[src/rtl/ball_query_grouper.sv]
// ============================================================================
// Module      : ball_query_grouper
// Description : Ball-query neighbour search; scans a point stream against a
//               centre point and emits up to K indices with dist^2 <= radius^2.
//               Optional macro GROUP_PAD_EN pads the output to exactly K beats.
// Revision    : 1.0 - initial release
// ============================================================================
`default_nettype none

module ball_query_grouper #(
   parameter int COORD_W = 8,
   parameter int DIST_W  = 18,
   parameter int IDX_W   = 10,
   parameter int K       = 16
) (
   input  logic               clk,
   input  logic               rst_n,
   input  logic               start,
   input  logic [COORD_W-1:0] cp_x,
   input  logic [COORD_W-1:0] cp_y,
   input  logic [COORD_W-1:0] cp_z,
   input  logic [DIST_W-1:0]  radius_sq,
   input  logic [IDX_W-1:0]   n_points,
   input  logic               pt_valid,
   output logic               pt_ready,
   input  logic [COORD_W-1:0] pt_x,
   input  logic [COORD_W-1:0] pt_y,
   input  logic [COORD_W-1:0] pt_z,
   output logic               out_valid,
   input  logic               out_ready,
   output logic [IDX_W-1:0]   out_idx,
   output logic               out_last,
   output logic [IDX_W-1:0]   hit_count,
   output logic               busy,
   output logic               done
);

   localparam int              PTR_W = (K > 1) ? $clog2(K) : 1;
   localparam logic [IDX_W-1:0] C_K  = IDX_W'(K);

   typedef enum logic [1:0] {
      S_IDLE  = 2'd0,
      S_SCAN  = 2'd1,
      S_FLUSH = 2'd2,
      S_DRAIN = 2'd3
   } state_t;

   state_t r_state, w_next;

   logic [COORD_W-1:0] r_cp_x, r_cp_y, r_cp_z;
   logic [DIST_W-1:0]  r_radius;
   logic [IDX_W-1:0]   r_npts;
   logic [IDX_W-1:0]   r_accepted;
   logic [IDX_W-1:0]   r_hit_count;
   logic [IDX_W-1:0]   r_rd_ptr;
   logic               r_done;
   logic [IDX_W-1:0]   r_buf [K];

   logic               r_s1_valid;
   logic [COORD_W-1:0] r_dx, r_dy, r_dz;
   logic [IDX_W-1:0]   r_s1_idx;

   logic               w_pt_acc;
   logic               w_hit_full;
   logic [DIST_W-1:0]  w_dist;
   logic               w_hit;
   logic [IDX_W-1:0]   w_total;
   logic [IDX_W-1:0]   w_idx_sel;
   logic               w_out_hs;
   logic               w_drain_end;
   logic [COORD_W-1:0] w_adx, w_ady, w_adz;

   assign w_hit_full = (r_hit_count == C_K);
   assign pt_ready   = (r_state == S_SCAN) && (r_accepted < r_npts) && !w_hit_full;
   assign w_pt_acc   = pt_valid && pt_ready;

   assign w_adx = (pt_x >= r_cp_x) ? (pt_x - r_cp_x) : (r_cp_x - pt_x);
   assign w_ady = (pt_y >= r_cp_y) ? (pt_y - r_cp_y) : (r_cp_y - pt_y);
   assign w_adz = (pt_z >= r_cp_z) ? (pt_z - r_cp_z) : (r_cp_z - pt_z);

   // Squares are widened before multiplying so the sum never truncates.
   assign w_dist = DIST_W'(r_dx) * DIST_W'(r_dx)
                 + DIST_W'(r_dy) * DIST_W'(r_dy)
                 + DIST_W'(r_dz) * DIST_W'(r_dz);
   assign w_hit  = r_s1_valid && (w_dist <= r_radius) && !w_hit_full;

`ifdef GROUP_PAD_EN
   assign w_total   = C_K;
   assign w_idx_sel = (r_hit_count == '0)      ? '0 :
                      (r_rd_ptr < r_hit_count) ? r_buf[r_rd_ptr[PTR_W-1:0]] : r_buf[0];
`else
   assign w_total   = (r_hit_count == '0) ? IDX_W'(1) : r_hit_count;
   assign w_idx_sel = (r_hit_count == '0) ? '0 : r_buf[r_rd_ptr[PTR_W-1:0]];
`endif

   assign out_valid   = (r_state == S_DRAIN);
   assign out_idx     = out_valid ? w_idx_sel : '0;
   assign out_last    = out_valid && (r_rd_ptr == (w_total - IDX_W'(1)));
   assign w_out_hs    = out_valid && out_ready;
   assign w_drain_end = w_out_hs && out_last;
   assign hit_count   = r_hit_count;
   assign busy        = (r_state != S_IDLE);
   assign done        = r_done;

   always_ff @(posedge clk or negedge rst_n) begin
      if (!rst_n) begin
         r_state <= S_IDLE;
      end else begin
         r_state <= w_next;
      end
   end

   always_comb begin
      w_next = r_state;
      case (r_state)
         S_IDLE:  if (start) w_next = (n_points == '0) ? S_FLUSH : S_SCAN;
         S_SCAN:  if ((r_accepted == r_npts) || w_hit_full) w_next = S_FLUSH;
         S_FLUSH: if (!r_s1_valid) w_next = S_DRAIN;
         S_DRAIN: if (w_drain_end) w_next = S_IDLE;
         default: w_next = S_IDLE;
      endcase
   end

   always_ff @(posedge clk or negedge rst_n) begin
      if (!rst_n) begin
         r_cp_x      <= '0;
         r_cp_y      <= '0;
         r_cp_z      <= '0;
         r_radius    <= '0;
         r_npts      <= '0;
         r_accepted  <= '0;
         r_hit_count <= '0;
         r_rd_ptr    <= '0;
         r_done      <= 1'b0;
         r_s1_valid  <= 1'b0;
         r_dx        <= '0;
         r_dy        <= '0;
         r_dz        <= '0;
         r_s1_idx    <= '0;
         for (int i = 0; i < K; i++) r_buf[i] <= '0;
      end else begin
         if ((r_state == S_IDLE) && start) begin
            r_cp_x      <= cp_x;
            r_cp_y      <= cp_y;
            r_cp_z      <= cp_z;
            r_radius    <= radius_sq;
            r_npts      <= n_points;
            r_accepted  <= '0;
            r_hit_count <= '0;
            r_rd_ptr    <= '0;
         end else begin
            if (w_pt_acc) r_accepted <= r_accepted + IDX_W'(1);
            if (w_hit) begin
               r_buf[r_hit_count[PTR_W-1:0]] <= r_s1_idx;
               r_hit_count                   <= r_hit_count + IDX_W'(1);
            end
            if (w_out_hs) r_rd_ptr <= r_rd_ptr + IDX_W'(1);
         end
         r_s1_valid <= w_pt_acc;
         if (w_pt_acc) begin
            r_dx     <= w_adx;
            r_dy     <= w_ady;
            r_dz     <= w_adz;
            r_s1_idx <= r_accepted;
         end
         r_done <= w_drain_end;
      end
   end

endmodule

`default_nettype wire

[config.mk]
export PLATFORM = sky130hd
export DESIGN_NAME = ball_query_grouper
export DESIGN_NICKNAME = d
export VERILOG_FILES = /design/src/rtl/ball_query_grouper.sv
export SDC_FILE = /design/constraint.sdc
export NUM_CORES = 1
export LEC_CHECK = 0
export BUFFER_PORTS_ARGS = -buffer_cell sky130_fd_sc_hd__buf_2
export CORE_ASPECT_RATIO = 0.8
export CORE_MARGIN = 2
export CORE_UTILIZATION = 63
export CTS_CLUSTER_SIZE = 30
export DETAILED_ROUTE_END_ITERATION = 7
export PLACE_DENSITY = 0.89
export SLEW_MARGIN = 0
export SYNTH_ARGS = -nofsm -noshare
export SYNTH_HDL_FRONTEND = slang
export SYNTH_SLANG_ARGS = --single-unit
[constraint.sdc]
create_clock -name clk -period 10.21 [get_ports clk]
set_clock_uncertainty 0.2 [all_clocks]
set_input_delay 1.5315 -clock clk [delete_from_list [all_inputs] [get_ports clk]]
set_output_delay 1.5315 -clock clk [all_outputs]
set_load 0.05 [all_outputs]
==> metrics.txt <==
IO Port Bufs=105; HPWL after DPL=37440 um; minimum clock period=9.568 ns; Worst Setup Start Kind=register; achievable frequency=0.1045 GHz; CP max-delay cell=dfrtp_1; Fin. Hold Viols=0; RSZ-0062 raised after global routing=false; gpl congestion=0.8985; #FFs+latches synth=280; largest net degree at the start of global routing=120; Req. time, crit path=10.47 ns; ANT nets after route=0; Post-DP Area=21600 um2; Vias=15.42k; CP delay by family, top=adder cells; Critical Path Start=r_dx[5]; Initial Util=0.6391; chip width=206.9 um; number of I/O pins=106; Total Routing Usage GR=0.3332; Post-Synthesis Cells=1913; final setup fails=0; Num CTS Buffers=30; worst r2r src=r_dx[5]; min-delay worst type=reg -> reg; Max stage delay on crit path=0.58 ns; Worst Path Arrival=9.82 ns; Final TNS setup=0 ns; Layout Nets=2373; number of synthesized flops with an enable pin=0; Slew @ Worst Pin=1.028 ns; synthesized area=20760 um2; CTS clk-pin slew, worst paths=0.07 ns; fin crit share=0.9371; relative slew slack=0.3147; share of cells above drive strength 1=0.1860; CTS tree=built; final WL=54880 um; worst hold slack=0.2958 ns; predominant post-synthesis flop cell=dfrtp_1; crit path max fanout=10; clk_lat worst skew=0.60 ns; Max Cap Viol=0; DRC=3; fin. max-slew vios=0; average routed wire per standard cell=22.49 um; H-Tree Depth=1; Die Y=166.4 um; CORE AREA=32480 um2; vias in the first global route=16.28k; global-route wire length before repair=88690 um; Levels on crit path=33; Root Buffer=clkbuf_16; Unique masters post-synth=72; die area=34430 um2; Overflow after GRT=0; cell area after layout=22620 um2; status=complete, but fails checks; Crit. End Element=register; CP most frequent cell=fa_1; asr flop ratio synth=1.000; Worst Min Path Start=r_buf[45]; Mean Syn Cell Area=10.85 um2; sequential-to-total area share from yosys stat=0.3375; failing checks=design-rule violations; antenna violations before repair=2; initial drt markers=1733; yosys warns=0; reg2reg path depth=33; synthesis-to-layout area growth=8.951%; clk buf depth=3; hold depth=1; cell row count=59; Vias/cell=6.318; Buf/Inv on CP=8; syn_nets=2297; kind of critical path=reg -> reg; DR pass1 iterations=8; clock sink count=280
==> flip-flops by register name, indices dropped and copies added, names as in the netlist, 10 cells and up <==
name,count
r_rd_ptr,10
r_s1_idx,10
r_buf,160
r_accepted,10
r_radius,18
r_npts,10
hit_count,10
==> worst paths after layout <==
check,to,slack [ns]
max,r_buf[120],0.64
min,r_buf[45],0.30
min reg2reg,r_buf[45],0.30
max reg2reg,r_buf[120],0.64
max in group asynchronous,r_buf[24],7.34
min in group asynchronous,r_dz[3],0.82
==> kinds of logic after synthesis <==
family | share of synthesized area
AOI/OAI and AO/OA | 0.06437
xor gates and xnor gates | 0.02700
adders and majority gates | 0.2325
buffers and inverters | 0.06865
DFF | 0.3375
muxes | 0.1530
and+or+nand+nor | 0.1169
==> what timing repair did <==
| action | 4_1_cts | 5_1_grt |
|---|---|---|
| hold buffers | 0 | 0 |
| gates resized for setup | 0 | 0 |
| buffers inserted | 0 | 7 |
| endpoints found under the setup margin | 0 | 80 |
==> per-layer routing <==
layer / part of all wire / up-vias / track usage
li1: - / 6529 / -
met1: 0.38 / 7666 / 0.4532
met2: 0.46 / 1019 / 0.5158
met3: 0.12 / 203 / 0.09027
met4: 0.039 / 0 / 0.1224
met5: 0 / - / 0.002857
==> cells in the mapped netlist (all sizes together) (3+ instances only) <==
| library cell | number | area [um2] |
|---|---|---|
| a211oi | 6 | 45.04 |
| a31oi | 5 | 31.28 |
| clkbuf | 53 | 198.9 |
| nand2 | 189 | 711.9 |
| nor4 | 4 | 31.28 |
| nor2 | 50 | 187.7 |
| mux4 | 50 | 1126 |
| a311oi | 3 | 32.53 |
| xor2 | 28 | 245.2 |
| inv | 290 | 1089 |
| dfrtp | 280 | 7007 |
| mux2i | 12 | 120.1 |
| or2 | 3 | 18.77 |
| o21a | 6 | 45.04 |
| nor3 | 14 | 75.07 |
| o21bai | 4 | 30.03 |
| and3 | 21 | 131.4 |
| buf | 26 | 137.6 |
| nor2b | 15 | 93.84 |
| nor3b | 5 | 37.54 |
| a21o | 16 | 121.4 |
| ha | 165 | 2064 |
| o21ai | 109 | 545.5 |
| or3 | 7 | 43.79 |
| xnor2 | 36 | 315.3 |
| a31o | 5 | 43.79 |
| nand4 | 32 | 431.7 |
| a21oi | 41 | 205.2 |
| a221oi | 5 | 43.79 |
| mux2 | 171 | 1929 |
| fa | 138 | 2763 |
| nand3 | 23 | 115.1 |
| and2 | 63 | 396.6 |
| o211ai | 3 | 22.52 |
| o221ai | 4 | 47.55 |
| nand2b | 8 | 50.05 |
==> stage by stage <==
step | std cells | util | setup WS [ns]
after detailed placement | 2377 | 0.6649 | 0.5406
after global routing | 2438 | 0.6961 | 0.3069
final | 2440 | 0.6963 | 0.6424
after global placement | 2377 | 0.6649 | 0.9803
after floorplan | 1913 | - | 1.842
after CTS | 2431 | 0.6944 | 0.3822
==> cell usage in the layout (no fill, tap or decap), drive strengths merged, types with 5 or more instances in the layout <==
cell / n
clkinv: 12
nor3b: 5
dfrtp: 280
and2: 63
fa: 138
nor2b: 15
o21a: 6
a221oi: 5
mux4: 50
nand2: 189
and3: 21
xor2: 28
inv: 292
mux2i: 12
a21oi: 41
a31o: 5
nand4: 32
a211oi: 6
a21o: 16
xnor2: 36
nor2: 50
ha: 165
nor3: 14
o21ai: 109
nand2b: 8
a31oi: 5
buf: 123
clkbuf: 37
or3: 7
mux2: 171
nand3: 23
==> final cells by class <==
class	count	area [um2]
antenna	2	5.005
clock buffer	37	797.0
clock inverter	17	158.9
fill	2110	9864
inverter	290	1089
multi-input combinational	1264	12350
sequential	280	7008
tap	427	534.3
timing repair buffer	123	670.6
Power is not shown: default switching activity piles up to over one toggle a cycle in this logic, so the estimate is an artifact.
